### config.mk
export PLATFORM = sky130hd
export DESIGN_NAME = bid_credit_arbiter
export DESIGN_NICKNAME = d
export VERILOG_FILES = /design/src/rtl/bid_arb_pkg.sv /design/src/rtl/bid_arb_pick.sv /design/src/rtl/bid_credit_arbiter.sv
export SDC_FILE = /design/constraint.sdc
export NUM_CORES = 1
export LEC_CHECK = 0
export ABC_AREA = 1
export BUFFER_PORTS_ARGS = -buffer_cell sky130_fd_sc_hd__buf_2
export CAP_MARGIN = 10
export CORE_ASPECT_RATIO = 0.8
export CORE_MARGIN = 5
export CORE_UTILIZATION = 40
export DETAILED_ROUTE_END_ITERATION = 10
export GPL_ROUTABILITY_DRIVEN = 0
export PLACE_DENSITY_LB_ADDON = 0.25
export RECOVER_POWER = 100
export SYNTH_ARGS = -nofsm -noshare
export SYNTH_HDL_FRONTEND = slang
export SYNTH_SLANG_ARGS = --single-unit
### constraint.sdc
create_clock -name clk -period 14.5 [get_ports clk]
set_input_delay 2.175 -clock clk [delete_from_list [all_inputs] [get_ports clk]]
set_output_delay 2.175 -clock clk [all_outputs]
set_load 0.1 [all_outputs]
### src/rtl/bid_arb_pkg.sv
// rtl/bid_arb_pkg.sv - shared types and default constants for the bid/credit arbiter
package bid_arb_pkg;

    typedef enum logic [1:0] {
        IDLE  = 2'd0,
        GRANT = 2'd1,
        GAP   = 2'd2
    } state_e;

    localparam int BID_W_DEF         = 8;
    localparam int CRED_W_DEF        = 10;
    localparam int CRED_INIT_DEF     = 25;
    localparam int REFILL_AMT_DEF    = 25;
    localparam int REFILL_PERIOD_DEF = 16;
    localparam int CRED_MAX_DEF      = 150;
    localparam int MAX_HOLD_DEF      = 8;

    localparam int              AGE_W   = 4;
    localparam logic [AGE_W-1:0] AGE_MAX = '1;

endpackage

### src/rtl/bid_arb_pick.sv
// rtl/bid_arb_pick.sv - combinational winner select: highest bid, round-robin tie-break,
// aged masters outrank every bid and tie among themselves.
module bid_arb_pick
    import bid_arb_pkg::*;
#(
    parameter int N_MST = 4,
    parameter int BID_W = BID_W_DEF
) (
    input  logic [N_MST-1:0]         elig,
    input  logic [N_MST-1:0]         aged,
    input  logic [N_MST*BID_W-1:0]   bid,
    input  logic [$clog2(N_MST)-1:0] rr_ptr,
    output logic [$clog2(N_MST)-1:0] win_id,
    output logic                     win_vld
);

    localparam int IDW = $clog2(N_MST);

    // Scan in round-robin order from rr_ptr; strict '>' keeps the earliest on ties.
    always_comb begin
        logic [BID_W:0] key;
        logic [BID_W:0] best_key;
        int             idx;
        win_id   = '0;
        win_vld  = 1'b0;
        best_key = '0;
        key      = '0;
        idx      = 0;
        for (int k = 0; k < N_MST; k++) begin
            idx = int'(rr_ptr) + k;
            if (idx >= N_MST) begin
                idx = idx - N_MST;
            end
            key = aged[idx] ? {1'b1, {BID_W{1'b0}}} : {1'b0, bid[idx*BID_W +: BID_W]};
            if (elig[idx] && (!win_vld || key > best_key)) begin
                win_vld  = 1'b1;
                best_key = key;
                win_id   = idx[IDW-1:0];
            end
        end
    end

endmodule

### src/rtl/bid_credit_arbiter.sv
// rtl/bid_credit_arbiter.sv - credit/bid bus arbiter: FSM, credit ledger, refill and hold timers.
// Optional age-based starvation override: define BID_ARB_AGING_EN.
module bid_credit_arbiter
    import bid_arb_pkg::*;
#(
    parameter int N_MST         = 4,
    parameter int BID_W         = BID_W_DEF,
    parameter int CRED_W        = CRED_W_DEF,
    parameter int CRED_INIT     = CRED_INIT_DEF,
    parameter int REFILL_AMT    = REFILL_AMT_DEF,
    parameter int REFILL_PERIOD = REFILL_PERIOD_DEF,
    parameter int CRED_MAX      = CRED_MAX_DEF,
    parameter int MAX_HOLD      = MAX_HOLD_DEF
) (
    input  logic                      clk,
    input  logic                      rst_n,
    input  logic [N_MST-1:0]          req,
    input  logic [N_MST*BID_W-1:0]    bid,
    input  logic [N_MST-1:0]          done,
    output logic [N_MST-1:0]          grant,
    output logic [$clog2(N_MST)-1:0]  grant_id,
    output logic                      grant_vld,
    output logic                      abort,
    output logic [N_MST*CRED_W-1:0]   credit
);

    localparam int IDW    = $clog2(N_MST);
    localparam int CW1    = CRED_W + 1;
    localparam int HOLD_W = $clog2(MAX_HOLD + 1);
    localparam int REF_W  = $clog2(REFILL_PERIOD + 1);

    state_e             state_q, state_d;
    logic [N_MST-1:0]   grant_q, grant_d;
    logic [IDW-1:0]     grant_id_q, grant_id_d;
    logic               grant_vld_q, grant_vld_d;
    logic               abort_q, abort_d;
    logic [IDW-1:0]     rr_ptr_q, rr_ptr_d;
    logic [HOLD_W-1:0]  hold_q, hold_d;
    logic [REF_W-1:0]   ref_cnt_q, ref_cnt_d;
    logic [CRED_W-1:0]  cred_q [N_MST];
    logic [CRED_W-1:0]  cred_d [N_MST];

    logic [N_MST-1:0]   elig;
    logic [N_MST-1:0]   aged;
    logic [N_MST-1:0]   debit;
    logic               refill_fire;
    logic [IDW-1:0]     win_id;
    logic               win_vld;
    logic               owner_done;
    logic               hold_limit;

    always_comb begin
        for (int i = 0; i < N_MST; i++) begin
            elig[i] = req[i] && (bid[i*BID_W +: BID_W] != '0)
                      && ({1'b0, cred_q[i]} >= CW1'(bid[i*BID_W +: BID_W]));
        end
    end

    bid_arb_pick #(
        .N_MST (N_MST),
        .BID_W (BID_W)
    ) u_pick (
        .elig    (elig),
        .aged    (aged),
        .bid     (bid),
        .rr_ptr  (rr_ptr_q),
        .win_id  (win_id),
        .win_vld (win_vld)
    );

    always_comb begin
        refill_fire = (ref_cnt_q == REF_W'(REFILL_PERIOD - 1));
        ref_cnt_d   = refill_fire ? '0 : ref_cnt_q + REF_W'(1);
    end

    // Debit and refill fold into one widened sum so a coincident pair is never lost.
    always_comb begin
        logic [CW1-1:0] sum;
        sum = '0;
        for (int i = 0; i < N_MST; i++) begin
            sum = {1'b0, cred_q[i]};
            if (debit[i]) begin
                sum = sum - CW1'(bid[i*BID_W +: BID_W]);
            end
            if (refill_fire) begin
                sum = sum + CW1'(REFILL_AMT);
            end
            cred_d[i] = (sum > CW1'(CRED_MAX)) ? CRED_W'(CRED_MAX) : sum[CRED_W-1:0];
        end
    end

    assign owner_done = done[grant_id_q] || !req[grant_id_q];
    assign hold_limit = (hold_q == HOLD_W'(MAX_HOLD - 1));

    always_comb begin
        state_d     = state_q;
        grant_d     = grant_q;
        grant_id_d  = grant_id_q;
        grant_vld_d = grant_vld_q;
        abort_d     = 1'b0;
        rr_ptr_d    = rr_ptr_q;
        hold_d      = hold_q;
        debit       = '0;
        unique case (state_q)
            IDLE: begin
                if (win_vld) begin
                    state_d       = GRANT;
                    grant_d       = N_MST'(1) << win_id;
                    grant_id_d    = win_id;
                    grant_vld_d   = 1'b1;
                    rr_ptr_d      = (win_id == IDW'(N_MST - 1)) ? '0 : win_id + IDW'(1);
                    hold_d        = '0;
                    debit[win_id] = 1'b1;
                end
            end
            GRANT: begin
                hold_d = hold_q + HOLD_W'(1);
                // A completion on the last allowed cycle is a normal release, not an abort.
                if (owner_done || hold_limit) begin
                    state_d     = GAP;
                    grant_d     = '0;
                    grant_vld_d = 1'b0;
                    hold_d      = '0;
                    abort_d     = !owner_done;
                end
            end
            GAP: begin
                state_d = IDLE;
            end
            default: begin
                state_d = IDLE;
            end
        endcase
    end

`ifdef BID_ARB_AGING_EN
    logic [AGE_W-1:0] age_q [N_MST];
    logic [AGE_W-1:0] age_d [N_MST];

    always_comb begin
        for (int i = 0; i < N_MST; i++) begin
            aged[i] = (age_q[i] == AGE_MAX);
        end
    end

    always_comb begin
        for (int i = 0; i < N_MST; i++) begin
            if (!req[i] || grant_q[i] || debit[i]) begin
                age_d[i] = '0;
            end else if (age_q[i] != AGE_MAX) begin
                age_d[i] = age_q[i] + AGE_W'(1);
            end else begin
                age_d[i] = age_q[i];
            end
        end
    end

    always_ff @(posedge clk or negedge rst_n) begin
        if (!rst_n) begin
            for (int i = 0; i < N_MST; i++) begin
                age_q[i] <= '0;
            end
        end else begin
            for (int i = 0; i < N_MST; i++) begin
                age_q[i] <= age_d[i];
            end
        end
    end
`else
    assign aged = '0;
`endif

    always_ff @(posedge clk or negedge rst_n) begin
        if (!rst_n) begin
            state_q     <= IDLE;
            grant_q     <= '0;
            grant_id_q  <= '0;
            grant_vld_q <= 1'b0;
            abort_q     <= 1'b0;
            rr_ptr_q    <= '0;
            hold_q      <= '0;
            ref_cnt_q   <= '0;
            for (int i = 0; i < N_MST; i++) begin
                cred_q[i] <= CRED_W'(CRED_INIT);
            end
        end else begin
            state_q     <= state_d;
            grant_q     <= grant_d;
            grant_id_q  <= grant_id_d;
            grant_vld_q <= grant_vld_d;
            abort_q     <= abort_d;
            rr_ptr_q    <= rr_ptr_d;
            hold_q      <= hold_d;
            ref_cnt_q   <= ref_cnt_d;
            for (int i = 0; i < N_MST; i++) begin
                cred_q[i] <= cred_d[i];
            end
        end
    end

    assign grant     = grant_q;
    assign grant_id  = grant_id_q;
    assign grant_vld = grant_vld_q;
    assign abort     = abort_q;

    always_comb begin
        for (int i = 0; i < N_MST; i++) begin
            credit[i*CRED_W +: CRED_W] = cred_q[i];
        end
    end

endmodule

== Word level (Yosys, flattened, before mapping) ==
Index checks and enable logic that the tools add are counted.
Widths: inputs -> output; s select.

* Flip-flop bits (word level): 61
* Input bits: 42
* Output and inout port bits: 48
* Word-level logic and storage cells: 174

* $add $sub $neg: 18
* Order comparisons: 22
* Eq/ne operators: 6
* Shifts and indexed selects: 5
* Mux-type cells: 79
* Reductions and logical operators: 32

{| class="wikitable"
|+ Operators with widths
! cell !! count
|-
| $lt 32x4->1 const B || 4
|-
| $mux 32 || 4
|-
| $shiftx 32x32->8 || 4
|-
| $ge 32x4->1 const B || 3
|-
| $sub 32x4->32 const B || 3
|-
| $mux 11 || 8
|-
| $mux 9 || 7
|-
| $add 11x5->11 const B || 4
|-
| $gt 11x8->1 const B || 4
|-
| $sub 10x8->11 || 4
|-
| $ge 10x8->1 || 4
|-
| $mux 10 || 4
|-
| $reduce_bool 8->1 || 4
|-
| $gt 9x9->1 || 3
|-
| $mux 1 || 27
|-
| $mux 4 || 6
|-
| $bmux 1 s2 || 10
|-
| $pmux 4 s2 || 2
|-
| $mux 2 || 7
|-
| $logic_and 1x1->1 || 12
|-
| $add 2x2->3 const B || 2
|-
| $lt 2x3->1 const B || 2
|-
| $reduce_and 2->1 || 3
|-
| $add 5x1->5 const B || 1
|-
| 22 further kinds || 30
|}

== Logic depth before layout (Yosys ltp) ==
* Depth in word-level cells: 30
* Mapped depth: 68
* Depth with buffers taken out: 63

== Modules after synthesis ==
From an unflattened synthesis, not the netlist that was laid out.

* Cells, all modules: 1,469
* Area, all modules: 8,719.6 um2

{| class="wikitable"
|+ By module, submodules not included
! module !! instances !! cells an instance !! area each (um2) !! sequential area each (um2)
|-
| bid_credit_arbiter || 1 || 1,042 || 6,386.1 || 1,541.5
|-
| bid_arb_pick || 1 || 427 || 2,333.5 || 0.0
|}

== Least setup slack after synthesis ==
Ideal clock, no wire load.

* Path type: input to register
* Start: input port bid[29]
* End: register cred_q (netlist bit credit[30])
* Library setup time: 0.067 ns
* Arrival: 9.831 ns
* Required time: 14.433 ns
* Slack: 4.602 ns
* Stages: 63
* Buffers on the path: 6
* Cells stage by stage: inv_1 -> ha_1 -> nand2_1 -> nor2_1 -> nand2_1 -> nand2_1 -> nand2_1 -> nand2_1 -> nand3_1 -> nand2_1 -> nand2_2 -> nand2_2 -> buf_2 -> o211ai_1 -> ha_1 -> nand2_1 -> nor2_1 -> a211oi_1 -> (+27 left out) -> nand2_1 -> o21ai_0 -> inv_1 -> ha_1 -> buf_4 -> nand3_4 -> buf_6 -> nand2_1 -> nand2_1 -> ha_1 -> nand3_1 -> nand3_2 -> nand2_1 -> o21ai_1 -> nand3_2 -> nor2_4 -> nand2_2 -> nor2_1

{| class="wikitable"
|+ RTL lines
! element !! line !! text
|-
| start: declaration || bid_credit_arbiter.sv:18 || <nowiki>input logic [N_MST*BID_W-1:0] bid,</nowiki>
|-
| end signal: indexed assignment || bid_credit_arbiter.sv:184 || <nowiki>cred_q[i] <= CRED_W'(CRED_INIT);</nowiki>
|-
| end signal: indexed assignment || bid_credit_arbiter.sv:196 || <nowiki>cred_q[i] <= cred_d[i];</nowiki>
|-
| end: declaration || bid_credit_arbiter.sv:40 || <nowiki>logic [CRED_W-1:0] cred_q [N_MST];</nowiki>
|}

==> impl_metrics.toml <==
[status]
status = "complete, but fails checks"
violations = "capacitance limit, slew limit"

[placed_design]
place_hpwl_mm = 18.88
dp_cells = 1537
io_buffer_count = 89

[cts]
cts_sinks = 61
clock-root-buffer = "clkbuf_16"
cts_tree = "done"
cts_max_level = 3
cts.clk_slew.worst_paths_ns = 0.05
holdBufCountCts = 0
post_cts_buffers = 0
cts_buffer_depth = 2
cts_made_buffers = 9
insertion_delay_ns = 0.33
cts_resized = 0

[detailed_routing]
wl_per_cell_um = 15.03
drt_iter0_drc = 715
wirelength_mm = 23.35
vias = 7949
viasPerCell = 5.118
drc = 0
dr.pass1.iters = 6
ant_nets = 0

[global_routing]
grt_overflow_total = 0
grt_usage_pct = 21.27
grt_pass1_wl_mm = 37.84
first_global_vias = 7300
antenna_found_initial = 0
grt_max_degree = 74

[synthesis]
yosysWarnings = 0
yosysSeqAreaShare_pct = 20.06
synth_area_mm2 = 0.007684
syn_inst = 1214
synth_ff_type = "dfrtp_1"
avgSynthCellArea_um2 = 6.329
synth_cell_types = 48
async_reset_ff_share_pct = 100.0
synth_edf_count = 0
synth-seq-cells = 61

[timing]
fin_setup_tns_ns = 0
drv_slew = 62
fmax_mhz = 84.84
fin_crit_sh_pct = 81.29
maxSlewHeadroom_pct = -121.1
finClkSkew_ns = 0.01152
rsz0062_at_grt = "no"
tightestPinTransition_ns = 3.317
period_minus_slack_ns = 11.79
final-setup-viol-count = 0
final_hold_viol_count = 0

[floorplanning]
die_h_um = 134.0
initial_core_util_pct = 40.62
core_mm2 = 0.01892
io_pins = 90
die_x_um = 165.0
fp-row-count = 45
fp.dieArea_mm2 = 0.02210

[worst_setup_path]
required_ns = 14.69
slowest_delay_ns = 0.58
path_max_fanout = 20
slowest_stage = "nand3_1"
crit_path_frequent_cell = "nand2_1"
startpoint_type = "primary input"
criticalPathCategory = "in -> reg"
crit_arrival_ns = 11.97
cp-end-kind = "flop"

[cells_and_area]
nNetsFinal = 1407
nFillCells = 2103
area_growth_syn_to_layout_pct = 9.526
instances_no_fill = 1553
drive_above_1_share_pct = 8.649
antennaDiodeCount = 0

[job]
cap_violations = 1

[worst_hold_path]
hold_path_class = "reg -> reg"
worst max-delay path: cells and delay by family:
family	cells	cell delay (ns)
AO/OA/AOI/OAI	20	3.02
adder cells (fa/ha/maj)	6	2.04
buffers and inverters	2	0.19
AND/OR/NAND/NOR	28	4.53
registers in the layout, summed over array words and instances (netlist names):
name	cells
hold_q	4
abort	1
grant	4
grant_id	2
state_q	2
ref_cnt_q	5
rr_ptr_q	2
grant_vld	1
credit	40
placed cells by master (no fill, tap or decap), drive strengths merged, types with 2 or more instances in the layout:
| cell type | synthesis | final |
|---|---|---|
| o21a | 5 | 5 |
| conb | 1 | 8 |
| nor2 | 120 | 120 |
| o22ai | 2 | 2 |
| nand2 | 377 | 377 |
| or2 | 2 | 2 |
| dfstp | 12 | 12 |
| nand3b | 4 | 4 |
| a31oi | 2 | 2 |
| a21oi | 31 | 31 |
| dfrtp | 49 | 49 |
| nor3 | 5 | 5 |
| ha | 71 | 71 |
| clkinv | 2 | 4 |
| nor4 | 2 | 2 |
| nand4 | 40 | 40 |
| nand3 | 95 | 95 |
| a211oi | 2 | 2 |
| xnor2 | 13 | 13 |
| clkbuf | 21 | 63 |
| o211ai | 8 | 8 |
| nor3b | 2 | 2 |
| a221oi | 7 | 7 |
| xor2 | 33 | 33 |
| buf | 15 | 43 |
| o21bai | 2 | 2 |
| inv | 165 | 165 |
| o21ai | 118 | 118 |
| fa | 4 | 4 |
kinds of logic after synthesis:
logic type      share of synthesized area, %
simple gates                           37.73
fa+ha+maj                              12.60
compound gates                         13.37
other cells                          0.04881
buf+inv                                10.94
xor+xnor                               5.243
flops                                  20.06
metrics by stage:
stage | hold slack (ns) | setup WS, ns | utilization [%] | area [µm²]
after floorplan | 0.4329 | 4.602 | - | 7710
after global placement | 0.4488 | 3.526 | 43.92 | 8308
after detailed placement | 0.4543 | 3.352 | 43.92 | 8308
after CTS | 0.4616 | 3.679 | 45.47 | 8602
after global routing | 0.4951 | 1.355 | 44.48 | 8416
final | 0.4573 | 2.712 | 44.48 | 8416
layout make-up:
cell class	instances	area (µm²)	share of cell area, %
clock buffer	12	246.5	2.929
clock inverter	4	47.55	0.5650
tap	258	322.8	3.836
sequential	61	1543	18.33
multi-input combinational	957	5215	61.97
timing repair buffer	94	414.1	4.921
inverter	167	626.9	7.449
synthesized netlist by cell type, drive strengths merged (2+ instances only):
cell	instances	area, µm²
nand2	377	1463
inv	165	619.4
nor2	120	528.0
o21ai	118	616.8
nand3	95	548.0
ha	71	888.4
dfrtp	49	1226
nand4	40	265.3
xor2	33	289.0
a21oi	31	162.7
clkbuf	21	78.83
buf	15	135.1
xnor2	13	113.9
dfstp	12	315.3
o211ai	8	60.06
a221oi	7	61.31
nor3	5	25.02
o21a	5	37.54
fa	4	80.08
nand3b	4	30.03
a211oi	2	15.01
a31oi	2	12.51
clkinv	2	7.510
nor3b	2	15.01
nor4	2	12.51
o21bai	2	15.01
o22ai	2	12.51
or2	2	12.52
final timing paths:
| kind | from | to | slack, ns | cells after the start |
|---|---|---|---|---|
| worst min register to register | ref_cnt_q[0] | ref_cnt_q[0] | 0.46 | 1 |
| min in group asynchronous | rst_n | credit[39] | 3.04 | 2 |
| worst min-delay path | ref_cnt_q[0] | ref_cnt_q[0] | 0.46 | 1 |
| worst max register to register | rr_ptr_q[0] | credit[1] | 3.58 | 48 |
| worst max-delay path | bid[29] | credit[1] | 2.71 | 56 |
| max in group asynchronous | rst_n | rr_ptr_q[0] | 9.32 | 2 |
per-layer routing:
metal | wire length (µm) | vias to the layer above | track usage (%)
met5 | 0 | - | 0.6818
met4 | 546 | 0 | 5.589
met3 | 1636 | 36 | 4.485
met2 | 9983 | 266 | 32.29
met1 | 11180 | 3550 | 30.59
li1 | - | 4097 | -
Power is left out: the tool's default activity adds up to more than one toggle a clock period on the data nets, which glitch-free logic cannot reach.
